### config.mk
export PLATFORM = sky130hd
export DESIGN_NAME = battleship_turn_ctrl_flat
export DESIGN_NICKNAME = d
export VERILOG_FILES = /design/src/rtl/battleship_pkg.sv /design/src/rtl/battleship_turn_ctrl_if.sv /design/src/rtl/btn_edge_sync.sv /design/src/rtl/battleship_turn_ctrl.sv /design/src/flat_wrapper.sv
export SDC_FILE = /design/constraint.sdc
export NUM_CORES = 1
export LEC_CHECK = 0
export CAP_MARGIN = 20
export CELL_PAD_IN_SITES_DETAIL_PLACEMENT = 0
export CELL_PAD_IN_SITES_GLOBAL_PLACEMENT = 1
export CORE_MARGIN = 4
export CORE_UTILIZATION = 39
export DETAILED_ROUTE_END_ITERATION = 10
export GPL_ROUTABILITY_DRIVEN = 1
export GPL_TIMING_DRIVEN = 0
export PLACE_DENSITY_LB_ADDON = 0.15
export SETUP_SLACK_MARGIN = 0.05
export SYNTH_ARGS = -nofsm -noshare
export SYNTH_HDL_FRONTEND = slang
export SYNTH_SLANG_ARGS = --single-unit
### constraint.sdc
create_clock -name clk -period 3.2 [get_ports clk]
set_clock_uncertainty 0.05 [all_clocks]
set_input_delay 0.48 -clock clk [delete_from_list [all_inputs] [get_ports clk]]
set_output_delay 0.48 -clock clk [all_outputs]
set_load 0.01 [all_outputs]
### src/rtl/battleship_pkg.sv
// Shared types and constants for the battleship game-flow controller.
package battleship_pkg;

    typedef enum logic [2:0] {
        SEL     = 3'd0,
        PLACE   = 3'd1,
        P_TURN  = 3'd2,
        P_CHK   = 3'd3,
        PC_TURN = 3'd4,
        PC_CHK  = 3'd5,
        OVER    = 3'd6
    } state_t;

    localparam logic WIN_PLAYER = 1'b0;
    localparam logic WIN_PC     = 1'b1;

    function automatic int clamp_ships(input int req, input int max_ships);
        if (req < 1)
            return 1;
        if (req > max_ships)
            return max_ships;
        return req;
    endfunction

endpackage

### src/rtl/battleship_turn_ctrl_if.sv
// Front-end / board-datapath signal bundle of the turn controller.
interface battleship_turn_ctrl_if #(
    parameter int TURN_CYCLES    = 750_000_000,
    parameter int MAX_SHIPS      = 5,
    parameter int SHOTS_PER_TURN = 1
);
    localparam int TW = $clog2(TURN_CYCLES);
    localparam int SW = $clog2(MAX_SHIPS + 1);
    localparam int KW = $clog2(SHOTS_PER_TURN + 1);

    logic          btn;
    logic [SW-1:0] n_ships_in;
    logic          place_ok;
    logic          shot_valid;
    logic          shot_sunk;

    logic          sel_ships;
    logic          place_en;
    logic          player_turn;
    logic          chk_player;
    logic          pc_fire;
    logic          chk_pc;
    logic          timer_en;
    logic [TW-1:0] time_left;
    logic [SW-1:0] n_ships;
    logic [SW-1:0] ships_left;
    logic [KW-1:0] shots_left;
    logic [SW-1:0] p_sunk;
    logic [SW-1:0] pc_sunk;
    logic          game_over;
    logic          winner;
    logic          pc_error;

    modport master (
        input  btn, n_ships_in, place_ok, shot_valid, shot_sunk,
        output sel_ships, place_en, player_turn, chk_player, pc_fire, chk_pc,
               timer_en, time_left, n_ships, ships_left, shots_left,
               p_sunk, pc_sunk, game_over, winner, pc_error
    );

    modport slave (
        output btn, n_ships_in, place_ok, shot_valid, shot_sunk,
        input  sel_ships, place_en, player_turn, chk_player, pc_fire, chk_pc,
               timer_en, time_left, n_ships, ships_left, shots_left,
               p_sunk, pc_sunk, game_over, winner, pc_error
    );

endinterface

### src/rtl/btn_edge_sync.sv
// Two-flop synchroniser for an asynchronous button plus rising-edge pulse.
module btn_edge_sync (
    input  logic clk,
    input  logic rst_n,
    input  logic btn_raw,
    output logic btn_pe
);

    // [0],[1] synchronise; [2] holds the previous synchronised level
    logic [2:0] sh_q, sh_d;

    always_comb sh_d = {sh_q[1:0], btn_raw};

    always_ff @(posedge clk or negedge rst_n) begin
        if (!rst_n)
            sh_q <= '0;
        else
            sh_q <= sh_d;
    end

    assign btn_pe = sh_q[1] & ~sh_q[2];

endmodule

### src/rtl/battleship_turn_ctrl.sv
// Battleship game-flow controller: selection, placement, timed player turns,
// PC turns with bounded retries, sunk-ship win tracking and restart.
//   state   | meaning
//   SEL     | choose fleet size, wait for btn
//   PLACE   | count legal player placements
//   P_TURN  | player aiming, turn timer running
//   P_CHK   | player shot evaluated
//   PC_TURN | PC target request
//   PC_CHK  | PC shot evaluated
//   OVER    | game ended, wait for btn to restart
module battleship_turn_ctrl
    import battleship_pkg::*;
#(
    parameter int TURN_CYCLES    = 750_000_000,
    parameter int MAX_SHIPS      = 5,
    parameter int SHOTS_PER_TURN = 1,
    parameter int PC_RETRY_MAX   = 8
) (
    input  logic                   clk,
    input  logic                   rst_n,
    battleship_turn_ctrl_if.master bus
);

    localparam int TW = $clog2(TURN_CYCLES);
    localparam int SW = $clog2(MAX_SHIPS + 1);
    localparam int KW = $clog2(SHOTS_PER_TURN + 1);
    localparam int RW = $clog2(PC_RETRY_MAX + 1);

    state_t        state_q, state_d;
    logic [TW-1:0] time_left_q, time_left_d;
    logic [SW-1:0] n_ships_q, n_ships_d;
    logic [SW-1:0] ships_left_q, ships_left_d;
    logic [KW-1:0] shots_left_q, shots_left_d;
    logic [SW-1:0] p_sunk_q, p_sunk_d;
    logic [SW-1:0] pc_sunk_q, pc_sunk_d;
    logic [RW-1:0] retry_q, retry_d;
    logic          winner_q, winner_d;
    logic          pc_error_q, pc_error_d;

    logic          btn_pe;
    logic          load_turn, pc_entry;
    logic [SW-1:0] ships_dec, p_sunk_inc, pc_sunk_inc, clamped;
    logic [KW-1:0] shots_dec;
    logic [RW-1:0] retry_inc;

    btn_edge_sync u_btn (
        .clk    (clk),
        .rst_n  (rst_n),
        .btn_raw(bus.btn),
        .btn_pe (btn_pe)
    );

    // Saturating step values; counters never wrap
    assign ships_dec   = (ships_left_q == '0) ? '0 : ships_left_q - SW'(1);
    assign shots_dec   = (shots_left_q == '0) ? '0 : shots_left_q - KW'(1);
    assign p_sunk_inc  = (p_sunk_q  == '1) ? p_sunk_q  : p_sunk_q  + SW'(bus.shot_sunk);
    assign pc_sunk_inc = (pc_sunk_q == '1) ? pc_sunk_q : pc_sunk_q + SW'(bus.shot_sunk);
    assign retry_inc   = (retry_q   == '1) ? retry_q   : retry_q   + RW'(1);
    assign clamped     = SW'(clamp_ships(int'(bus.n_ships_in), MAX_SHIPS));

    always_ff @(posedge clk or negedge rst_n) begin
        if (!rst_n) begin
            state_q      <= SEL;
            time_left_q  <= '0;
            n_ships_q    <= SW'(1);
            ships_left_q <= '0;
            shots_left_q <= '0;
            p_sunk_q     <= '0;
            pc_sunk_q    <= '0;
            retry_q      <= '0;
            winner_q     <= 1'b0;
            pc_error_q   <= 1'b0;
        end else begin
            state_q      <= state_d;
            time_left_q  <= time_left_d;
            n_ships_q    <= n_ships_d;
            ships_left_q <= ships_left_d;
            shots_left_q <= shots_left_d;
            p_sunk_q     <= p_sunk_d;
            pc_sunk_q    <= pc_sunk_d;
            retry_q      <= retry_d;
            winner_q     <= winner_d;
            pc_error_q   <= pc_error_d;
        end
    end

    always_comb begin
        state_d      = state_q;
        time_left_d  = time_left_q;
        n_ships_d    = n_ships_q;
        ships_left_d = ships_left_q;
        shots_left_d = shots_left_q;
        p_sunk_d     = p_sunk_q;
        pc_sunk_d    = pc_sunk_q;
        retry_d      = retry_q;
        winner_d     = winner_q;
        pc_error_d   = pc_error_q;
        load_turn    = 1'b0;
        pc_entry     = 1'b0;

        case (state_q)
            SEL: if (btn_pe) begin
                n_ships_d    = clamped;
                ships_left_d = clamped;
                state_d      = PLACE;
            end
            PLACE: if (bus.place_ok) begin
                ships_left_d = ships_dec;
                if (ships_left_q == SW'(1)) begin
                    state_d   = P_TURN;
                    load_turn = 1'b1;
                end
            end
            // btn beats a simultaneous timeout
            P_TURN: begin
                if (btn_pe)
                    state_d = P_CHK;
                else if (time_left_q == '0) begin
                    state_d  = PC_TURN;
                    pc_entry = 1'b1;
                end else
                    time_left_d = time_left_q - TW'(1);
            end
            P_CHK: begin
                state_d = P_TURN;
                if (bus.shot_valid) begin
                    shots_left_d = shots_dec;
                    p_sunk_d     = p_sunk_inc;
                    if (p_sunk_inc == n_ships_q) begin
                        state_d  = OVER;
                        winner_d = WIN_PLAYER;
                    end else if (shots_dec == '0) begin
                        state_d  = PC_TURN;
                        pc_entry = 1'b1;
                    end
                end
            end
            PC_TURN: state_d = PC_CHK;
            PC_CHK: begin
                state_d = PC_TURN;
                if (bus.shot_valid) begin
                    retry_d      = '0;
                    shots_left_d = shots_dec;
                    pc_sunk_d    = pc_sunk_inc;
                    if (pc_sunk_inc == n_ships_q) begin
                        state_d  = OVER;
                        winner_d = WIN_PC;
                    end else if (shots_dec == '0) begin
                        state_d   = P_TURN;
                        load_turn = 1'b1;
                    end
                end else begin
                    retry_d = retry_inc;
                    if (retry_inc == RW'(PC_RETRY_MAX)) begin
                        pc_error_d = 1'b1;
                        state_d    = P_TURN;
                        load_turn  = 1'b1;
                    end
                end
            end
            OVER: if (btn_pe) begin
                state_d    = SEL;
                p_sunk_d   = '0;
                pc_sunk_d  = '0;
                pc_error_d = 1'b0;
                winner_d   = 1'b0;
            end
            default: state_d = SEL;
        endcase

        if (load_turn) begin
            time_left_d  = TW'(TURN_CYCLES - 1);
            shots_left_d = KW'(SHOTS_PER_TURN);
        end
        if (pc_entry) begin
            shots_left_d = KW'(SHOTS_PER_TURN);
            retry_d      = '0;
        end
    end

    always_comb begin
        bus.sel_ships   = (state_q == SEL);
        bus.place_en    = (state_q == PLACE);
        bus.player_turn = (state_q == P_TURN);
        bus.timer_en    = (state_q == P_TURN);
        bus.chk_player  = (state_q == P_CHK);
        bus.pc_fire     = (state_q == PC_TURN);
        bus.chk_pc      = (state_q == PC_CHK);
        bus.game_over   = (state_q == OVER);
        bus.time_left   = time_left_q;
        bus.n_ships     = n_ships_q;
        bus.ships_left  = ships_left_q;
        bus.shots_left  = shots_left_q;
        bus.p_sunk      = p_sunk_q;
        bus.pc_sunk     = pc_sunk_q;
        bus.winner      = winner_q;
        bus.pc_error    = pc_error_q;
    end

endmodule

### src/flat_wrapper.sv
// flat-port wrapper written by rule: the top's interface ports become plain ports
module battleship_turn_ctrl_flat import battleship_pkg::*;
#(
    parameter int TURN_CYCLES    = 750_000_000,
    parameter int MAX_SHIPS      = 5,
    parameter int SHOTS_PER_TURN = 1,
    parameter int PC_RETRY_MAX   = 8
)
  (clk, rst_n, bus_btn, bus_n_ships_in, bus_place_ok, bus_shot_valid, bus_shot_sunk, bus_sel_ships, bus_place_en, bus_player_turn, bus_chk_player, bus_pc_fire, bus_chk_pc, bus_timer_en, bus_time_left, bus_n_ships, bus_ships_left, bus_shots_left, bus_p_sunk, bus_pc_sunk, bus_game_over, bus_winner, bus_pc_error);
  battleship_turn_ctrl_if #(.TURN_CYCLES(TURN_CYCLES), .MAX_SHIPS(MAX_SHIPS), .SHOTS_PER_TURN(SHOTS_PER_TURN)) bus_i ();
  input  logic clk;
  input  logic rst_n;
  input wire logic [$bits(bus_i.btn)-1:0] bus_btn;
  input wire logic [$bits(bus_i.n_ships_in)-1:0] bus_n_ships_in;
  input wire logic [$bits(bus_i.place_ok)-1:0] bus_place_ok;
  input wire logic [$bits(bus_i.shot_valid)-1:0] bus_shot_valid;
  input wire logic [$bits(bus_i.shot_sunk)-1:0] bus_shot_sunk;
  output wire logic [$bits(bus_i.sel_ships)-1:0] bus_sel_ships;
  output wire logic [$bits(bus_i.place_en)-1:0] bus_place_en;
  output wire logic [$bits(bus_i.player_turn)-1:0] bus_player_turn;
  output wire logic [$bits(bus_i.chk_player)-1:0] bus_chk_player;
  output wire logic [$bits(bus_i.pc_fire)-1:0] bus_pc_fire;
  output wire logic [$bits(bus_i.chk_pc)-1:0] bus_chk_pc;
  output wire logic [$bits(bus_i.timer_en)-1:0] bus_timer_en;
  output wire logic [$bits(bus_i.time_left)-1:0] bus_time_left;
  output wire logic [$bits(bus_i.n_ships)-1:0] bus_n_ships;
  output wire logic [$bits(bus_i.ships_left)-1:0] bus_ships_left;
  output wire logic [$bits(bus_i.shots_left)-1:0] bus_shots_left;
  output wire logic [$bits(bus_i.p_sunk)-1:0] bus_p_sunk;
  output wire logic [$bits(bus_i.pc_sunk)-1:0] bus_pc_sunk;
  output wire logic [$bits(bus_i.game_over)-1:0] bus_game_over;
  output wire logic [$bits(bus_i.winner)-1:0] bus_winner;
  output wire logic [$bits(bus_i.pc_error)-1:0] bus_pc_error;
  assign bus_i.btn = bus_btn;
  assign bus_i.n_ships_in = bus_n_ships_in;
  assign bus_i.place_ok = bus_place_ok;
  assign bus_i.shot_valid = bus_shot_valid;
  assign bus_i.shot_sunk = bus_shot_sunk;
  assign bus_sel_ships = bus_i.sel_ships;
  assign bus_place_en = bus_i.place_en;
  assign bus_player_turn = bus_i.player_turn;
  assign bus_chk_player = bus_i.chk_player;
  assign bus_pc_fire = bus_i.pc_fire;
  assign bus_chk_pc = bus_i.chk_pc;
  assign bus_timer_en = bus_i.timer_en;
  assign bus_time_left = bus_i.time_left;
  assign bus_n_ships = bus_i.n_ships;
  assign bus_ships_left = bus_i.ships_left;
  assign bus_shots_left = bus_i.shots_left;
  assign bus_p_sunk = bus_i.p_sunk;
  assign bus_pc_sunk = bus_i.pc_sunk;
  assign bus_game_over = bus_i.game_over;
  assign bus_winner = bus_i.winner;
  assign bus_pc_error = bus_i.pc_error;
  battleship_turn_ctrl #(.TURN_CYCLES(TURN_CYCLES), .MAX_SHIPS(MAX_SHIPS), .SHOTS_PER_TURN(SHOTS_PER_TURN), .PC_RETRY_MAX(PC_RETRY_MAX)) u_core (.clk(clk), .rst_n(rst_n), .bus(bus_i));
endmodule
==> out/qor.yml, run 1 <==
layout:
  drive_gt1_share_pct: 6.67
  fin_util_pct: 51.8
  syn_to_final_growth_pct: 26.6
  nets: 436
  post_layout_nonfiller_instances: 522
  fillCellCount: 761
  diodes: 0
floorplan:
  die-width_um: 99.0
  core_mm2: 0.00789
  fp.dieH_um: 99.0
  std_cell_rows: 32
  die-area_mm2: 0.00979
  start_util_pct: 40.9
  boundaryPins: 62
synth:
  yosys_warnings: 0
  synth_top_cell_area_share_pct: 41.9
  ys_seq_area_share_pct: 42.7
  netlist.top_cell.by_area: "dfrtp_1"
  synth_top_family_by_area: "simple AND/OR/NAND/NOR gates"
  synth_cells: 351
  ys_ff_latch: 55
  syn_area_per_cell_um2: 9.19
  synth_area_mm2: 0.00323
  yosysUniqueCellTypes: 58
  synth_compound_area_share_pct: 16.4
  synth_ff_type: "dfrtp_1"
  synth_area_leaders: "dfrtp_1, xor2_1, nand2_1, o21ai_0, a21oi_1"
  syn-num-nets: 368
  synthAdderAreaFrac_pct: 3.10
  async_flop_share_pct: 100
  yosys.area_share.simple_pct: 28.0
  synth_edf_count: 0
  synth_xor_area_share_pct: 5.97
  synthMuxAreaShare_pct: 1.01
  synth_common_cells: "dfrtp_1, nand2_1, nor2_1"
  yosysMostFrequentCell: "dfrtp_1"
worst_setup_path:
  crit_required_ns: 3.35
  ff2ff_setup_slack_ns: 0.44
  crit_type: "in -> reg"
  cp-start-kind: "input pin"
  worstPathArrival_ns: 3.04
  crit_path_end_kind: "flip-flop"
  worst-path-max-fanout: 10
place:
  dp_cells: 515
  dpl.hpwl_um: 5910
  globalplace.congestion: 0.784
  port_buffers: 61
timing:
  finalCritPeriodShare_pct: 90.3
  fmax_mhz: 346
  report.final.slew_viol_count: 0
  hold_violations: 0
  min_period_ns: 2.89
  rsz0062_at_grt: "false"
  worstMarginPinSlew_ns: 0.916
  setup_violations: 0
  relSlewSlack_pct: 38.8
power_and_ir_drop:
  clock_power_share_pct: 16.5
  p_leak_nw: 1.59
  ir_drop_v: 0.000252
  seqPwrFrac_pct: 39.1
  p_int_w: 0.00174
  p_sw_share_pct: 38.7
  power_w: 0.00285
  p_comb_share_pct: 44.4
  p_switching_w: 0.00110
  power_density_mw_per_mm2: 697
route:
  drt_first_pass_iters: 4
  drc_errors: 0
  ant_nets: 0
  drt-total-wl_um: 8030
  drt_iter0_markers: 93
  wl_per_cell_um: 15.4
  vias: 2818
  vias_per_cell: 5.40
clock_tree:
  cts_buffers: 5
  cts.clk_slew.worst_paths_ns: 0.10
  cts_buffer_depth: 2
  h-tree-depth: 2
  cts_root_buffer: "clkbuf_8"
  cts_tree: "built"
  clk_latency_ns: 0.31
  cts.sinks: 55
global_routing:
  grtUsageTotal_pct: 16.7
  antenna_found_initial: 0
  grt_first_pass_wirelength_um: 13500
  grtUsageMet2_pct: 26.5
  grt_pass1_vias: 2711
  grt_max_degree: 33
  use_met3_pct: 2.97
  grt_overflow_total: 0
  grtUsageMet1_pct: 23.8
  grt-busiest-layer: "met2"
hold_path:
  min-delay-path-class: "in -> async"
outcome:
  status: "complete, no violations"
run:
  drv_cap: 0
metal layers:
metal	vias up	wire [um]	share of wire, %
li1	1403	-	-
met1	1338	3850	48
met2	71	3730	46
met3	6	369	4.6
met4	0	74	0.92
met5	-	0	0
final cells by class:
type	instances	area [um^2]	share of cell area (%)
Buffer	14	57.6	1.41
Inverter	8	30.0	0.735
Clock buffer	7	76.3	1.87
Tap cell	102	128	3.12
Sequential cell	55	1380	33.7
Clock inverter	1	30.0	0.735
Timing Repair Buffer	62	626	15.3
Multi-Input combinational cell	273	1760	43.1
kinds of logic (layout without fill, tap and decap cells):
family          count (synthesis)  in the layout
fa+ha+maj                       8              8
mux                             3              3
simple gates                  160            160
compound gates                 80             80
xor+xnor                       22             22
flops                          55             55
buf+inv                        23             92
final timing paths:
kind                                                      start                                   end  cells past startpoint
setup / recovery                                  bus_shot_sunk  u_core.bus.time_left[12]$_DFFE_PN0P_                     10
hold / removal                                            rst_n     u_core.bus.pc_sunk[1]$_DFFE_PN0P_                      1
setup reg to reg           u_core.bus.time_left[10]$_DFFE_PN0P_  u_core.bus.time_left[28]$_DFFE_PN0P_                      6
hold reg to reg                  u_core.u_btn.sh_q[0]$_DFF_PN0_        u_core.u_btn.sh_q[1]$_DFF_PN0_                      0
max in group asynchronous                                 rst_n  u_core.bus.time_left[29]$_DFFE_PN0P_                      2
min in group clk                 u_core.u_btn.sh_q[0]$_DFF_PN0_        u_core.u_btn.sh_q[1]$_DFF_PN0_                      0
flip-flops by register name, summed over array words and instances, names as in the netlist, 3 cells and up:
name / count
u_core.bus.time_left: 30
u_core.state_q: 3
u_core.bus.ships_left: 3
u_core.bus.n_ships: 3
u_core.bus.pc_sunk: 3
u_core.u_btn.sh_q: 3
u_core.bus.p_sunk: 3
u_core.retry_q: 4
worst max-delay path, cell delays in order:
cell	delay (ns)
clkdlybuf4s50_1	0.44
ha_1	0.20
ha_1	0.33
xor2_1	0.15
nor3_1	0.15
o21ai_0	0.11
a21oi_1	0.28
o211a_1	0.48
clkbuf_2	0.32
nand2_1	0.09
repair_timing:
action,in CTS,in global routing
resized for setup,0,2
endpoints found under the setup margin,10,10
hold buffers,0,0
buffers inserted,0,0
metrics by stage:
stage | setup TNS [ns] | setup WS (ns) | cell area, um^2 | hold WS, ns
2_1_floorplan | 0 | 0.695 | 3230 | 0.134
3_3_place_gp | -17.95 | -0.355 | 3970 | 0.285
3_5_place_dp | -3.77 | -0.390 | 3980 | 0.288
4_1_cts | 0 | 0.125 | 4080 | 0.126
5_1_grt | 0 | 0.139 | 4080 | 0.149
6_report | 0 | 0.309 | 4080 | 0.114
layout by cell type (no fill, tap or decap), drive strengths merged, types with 6 or more instances in the layout:
cell | netlist | final
nor2 | 27 | 27
or3 | 12 | 12
nand2 | 40 | 40
dfrtp | 54 | 54
or2 | 6 | 6
clkbuf | 14 | 20
ha | 8 | 8
inv | 8 | 8
a21oi | 22 | 22
o21ai | 23 | 23
clkdlybuf4s50 | 0 | 60
nand3 | 20 | 20
nand2b | 7 | 7
nor4 | 8 | 8
nor2b | 7 | 7
nor3 | 7 | 7
xor2 | 18 | 18
power groups by stage:
stage	registers (W)	logic (W)	clock network [W]
after floorplan	0.00114	0.000658	0
after global placement	0.00112	0.00126	0
after detailed placement	0.00113	0.00127	0
after CTS	0.00111	0.00128	0.000490
after global routing	0.00115	0.00141	0.000507
final	0.00111	0.00126	0.000470
Power figures use the tool's default switching activity.
==> inputs of run 2 (changes only) <==
Settings changed: SLEW_MARGIN from default to 10.
==> out/qor.yml, run 2 (synthesized netlist as in run 1, its figures left out) <==
layout:
  drive_gt1_share_pct: 6.44  # was 6.67%
  layout_common_cells: "clkdlybuf4s50_1, dfrtp_1, nand2_1"  # unchanged
  syn_to_final_growth_pct: 26.0  # was 26.6%
  layout_commonest_cell: "clkdlybuf4s50_1"  # unchanged
  nets: 435  # was 436
  largest_register_ff_count: 30  # unchanged
  diodes: 0  # unchanged
place:
  dpl.hpwl_um: 5810  # was 5910 um
  port_buffers: 61  # unchanged
  globalplace.congestion: 0.784  # unchanged
route:
  wl_per_cell_um: 15.5  # was 15.4 um
  drt_first_pass_iters: 4  # unchanged
  drc_errors: 0  # unchanged
  drt_iter0_markers: 71  # was 93
  drt-total-wl_um: 8080  # was 8030 um
  vias_per_cell: 5.39  # was 5.40
  vias: 2806  # was 2818
  ant_nets: 0  # unchanged
floorplan:
  die-area_mm2: 0.00979  # unchanged
  std_cell_rows: 32  # unchanged
  start_util_pct: 40.9  # unchanged
  fp.dieH_um: 99.0  # unchanged
  core_mm2: 0.00789  # unchanged
  die-width_um: 99.0  # unchanged
  boundaryPins: 62  # unchanged
global_routing:
  grt_pass1_vias: 2761  # was 2711
  grt_max_degree: 56  # was 33
  grt_overflow_total: 0  # unchanged
  grtUsageMet2_pct: 27.3  # was 26.5%
  grt_first_pass_wirelength_um: 13600  # was 13500 um
  grt-busiest-layer: "met2"  # unchanged
  grtUsageMet1_pct: 23.6  # was 23.8%
  grtUsageTotal_pct: 16.8  # was 16.7%
  use_met3_pct: 2.62  # was 2.97%
  antenna_found_initial: 0  # unchanged
clock_tree:
  cts_tree: "built"  # unchanged
  cts.clk_slew.worst_paths_ns: 0.10  # about the same
  cts.sinks: 55  # unchanged
  cts_root_buffer: "clkbuf_8"  # unchanged
  ctsHoldBuffers: 0  # unchanged
  clk_latency_ns: 0.31  # about the same
  cts_buffers: 5  # unchanged
  cts_buffer_depth: 2  # unchanged
  h-tree-depth: 2  # unchanged
  post_cts_buffers: 0  # unchanged
timing:
  report.final.slew_viol_count: 0  # unchanged
  min_period_ns: 2.90  # was 2.89 ns
  setup_violations: 0  # unchanged
  finalCritPeriodShare_pct: 90.6  # was 90.3%
  hold_ws_ns: 0.159  # was 0.114 ns
  worstMarginPinSlew_ns: 0.926  # was 0.916 ns
  fmax_mhz: 345  # was 346 MHz
  rsz0062_at_grt: "false"  # unchanged
  finalSetupTns_ns: 0  # unchanged
  relSlewSlack_pct: 38.1  # was 38.8%
  hold_violations: 0  # unchanged
power_and_ir_drop:
  p_sw_share_pct: 38.7  # about the same
  clock_power_share_pct: 16.3  # was 16.5%
  ir_drop_v: 0.000261  # was 0.000252 V
  p_comb_share_pct: 44.5  # was 44.4%
  p_leak_nw: 1.58  # was 1.59 nW
  power_w: 0.00284  # was 0.00285 W
  p_int_w: 0.00174  # about the same
  power_density_mw_per_mm2: 699  # was 697 mW/mm^2
  p_switching_w: 0.00110  # about the same
  seqPwrFrac_pct: 39.2  # was 39.1%
outcome:
  status: "complete, no violations"  # unchanged
worst_setup_path:
  worstPathCellList: "clkdlybuf4s50_1, ha_1, ha_1, xor2_1, nor3_1, o21ai_0, a21oi_1, o211a_1, clkbuf_2, nand2_1"  # unchanged
  critPathBufInv: 2  # unchanged
  setup.worst_path.start: "bus_shot_sunk"  # unchanged
  crit_type: "in -> reg"  # unchanged
  crit_family: "compound AO/OA/AOI/OAI gates"  # unchanged
  r2r-start: "u_core.bus.pc_sunk[0]$_DFFE_PN0P_"  # was u_core.bus.time_left[10]$_DFFE_PN0P_
  worst-path-max-fanout: 10  # unchanged
  max_stage_delay_ns: 0.47  # was 0.48 ns
  cp_common_cell: "ha_1"  # unchanged
  critPathSlowestCell: "o211a_1"  # unchanged
  crit_path_end_kind: "flip-flop"  # unchanged
  worstPathArrival_ns: 3.04  # about the same
  cp-start-kind: "input pin"  # unchanged
  crit_required_ns: 3.34  # was 3.35 ns
hold_path:
  min-delay-path-class: "in -> async"  # unchanged
run:
  drv_cap: 0  # unchanged
run 2: final timing paths:
check                                                      end  slack [ns]  cells after the start
min reg2reg                     u_core.u_btn.sh_q[1]$_DFF_PN0_        0.31                      0
max in group asynchronous    u_core.bus.shots_left$_DFFE_PN0P_        2.44                      1
max reg2reg                u_core.bus.time_left[8]$_DFFE_PN0P_        0.44                      9
max                        u_core.bus.time_left[8]$_DFFE_PN0P_        0.30                     10
min in group clk                u_core.u_btn.sh_q[1]$_DFF_PN0_        0.31                      0
min                           u_core.bus.p_sunk[1]$_DFFE_PN0P_        0.16                      1
run 2: worst reg2reg max path: cells and delay by family, from the launching register on:
family	cells	cell delay, ns
compound gates	3	0.89
fa+ha+maj	2	0.55
flops	1	0.45
buf+inv	1	0.32
simple gates	2	0.23
xor+xnor	1	0.15
run 2: what timing repair did:
item	4_1_cts	5_1_grt
pin swaps	0	0
resized for setup	1	0
endpoints found under the setup margin	10	10
run 2: layout make-up:
| cell class | count | area, um^2 |
|---|---|---|
| clock inverters | 1 | 30.0 |
| flip-flops and latches | 55 | 1380 |
| repair buffers | 61 | 608 |
| well taps | 102 | 128 |
| clock buffers | 7 | 76.3 |
| inverters | 8 | 30.0 |
| plain buffers | 14 | 57.6 |
| fillers | 790 | 3820 |
| multi-input cells | 273 | 1760 |
run 2: power groups by stage:
stage	clock (W)	sequential, W	combinational [W]
6_report	0.000464	0.00111	0.00126
5_1_grt	0.000504	0.00115	0.00141
4_1_cts	0.000485	0.00111	0.00128
3_5_place_dp	0	0.00113	0.00127
3_3_place_gp	0	0.00112	0.00126
2_1_floorplan	0	0.00114	0.000658
run 2: layer usage:
metal	share of wire [%]	wire length, um	vias to the layer above
met5	0	0	-
met4	1.2	97	0
met3	3.7	298	6
met2	47	3770	62
met1	48	3910	1333
li1	-	-	1405
run 2: per-stage QoR:
stage               instance area, um^2  setup WS [ns]  std cells  util, %
finish                             4070          0.299        521     51.6
global route                       4070          0.173        521     51.6
CTS                                4070          0.109        522     51.6
detailed placement                 3960         -0.358        514     50.2
global placement                   3970         -0.355        514     50.3
floorplan                          3230          0.695        351        -
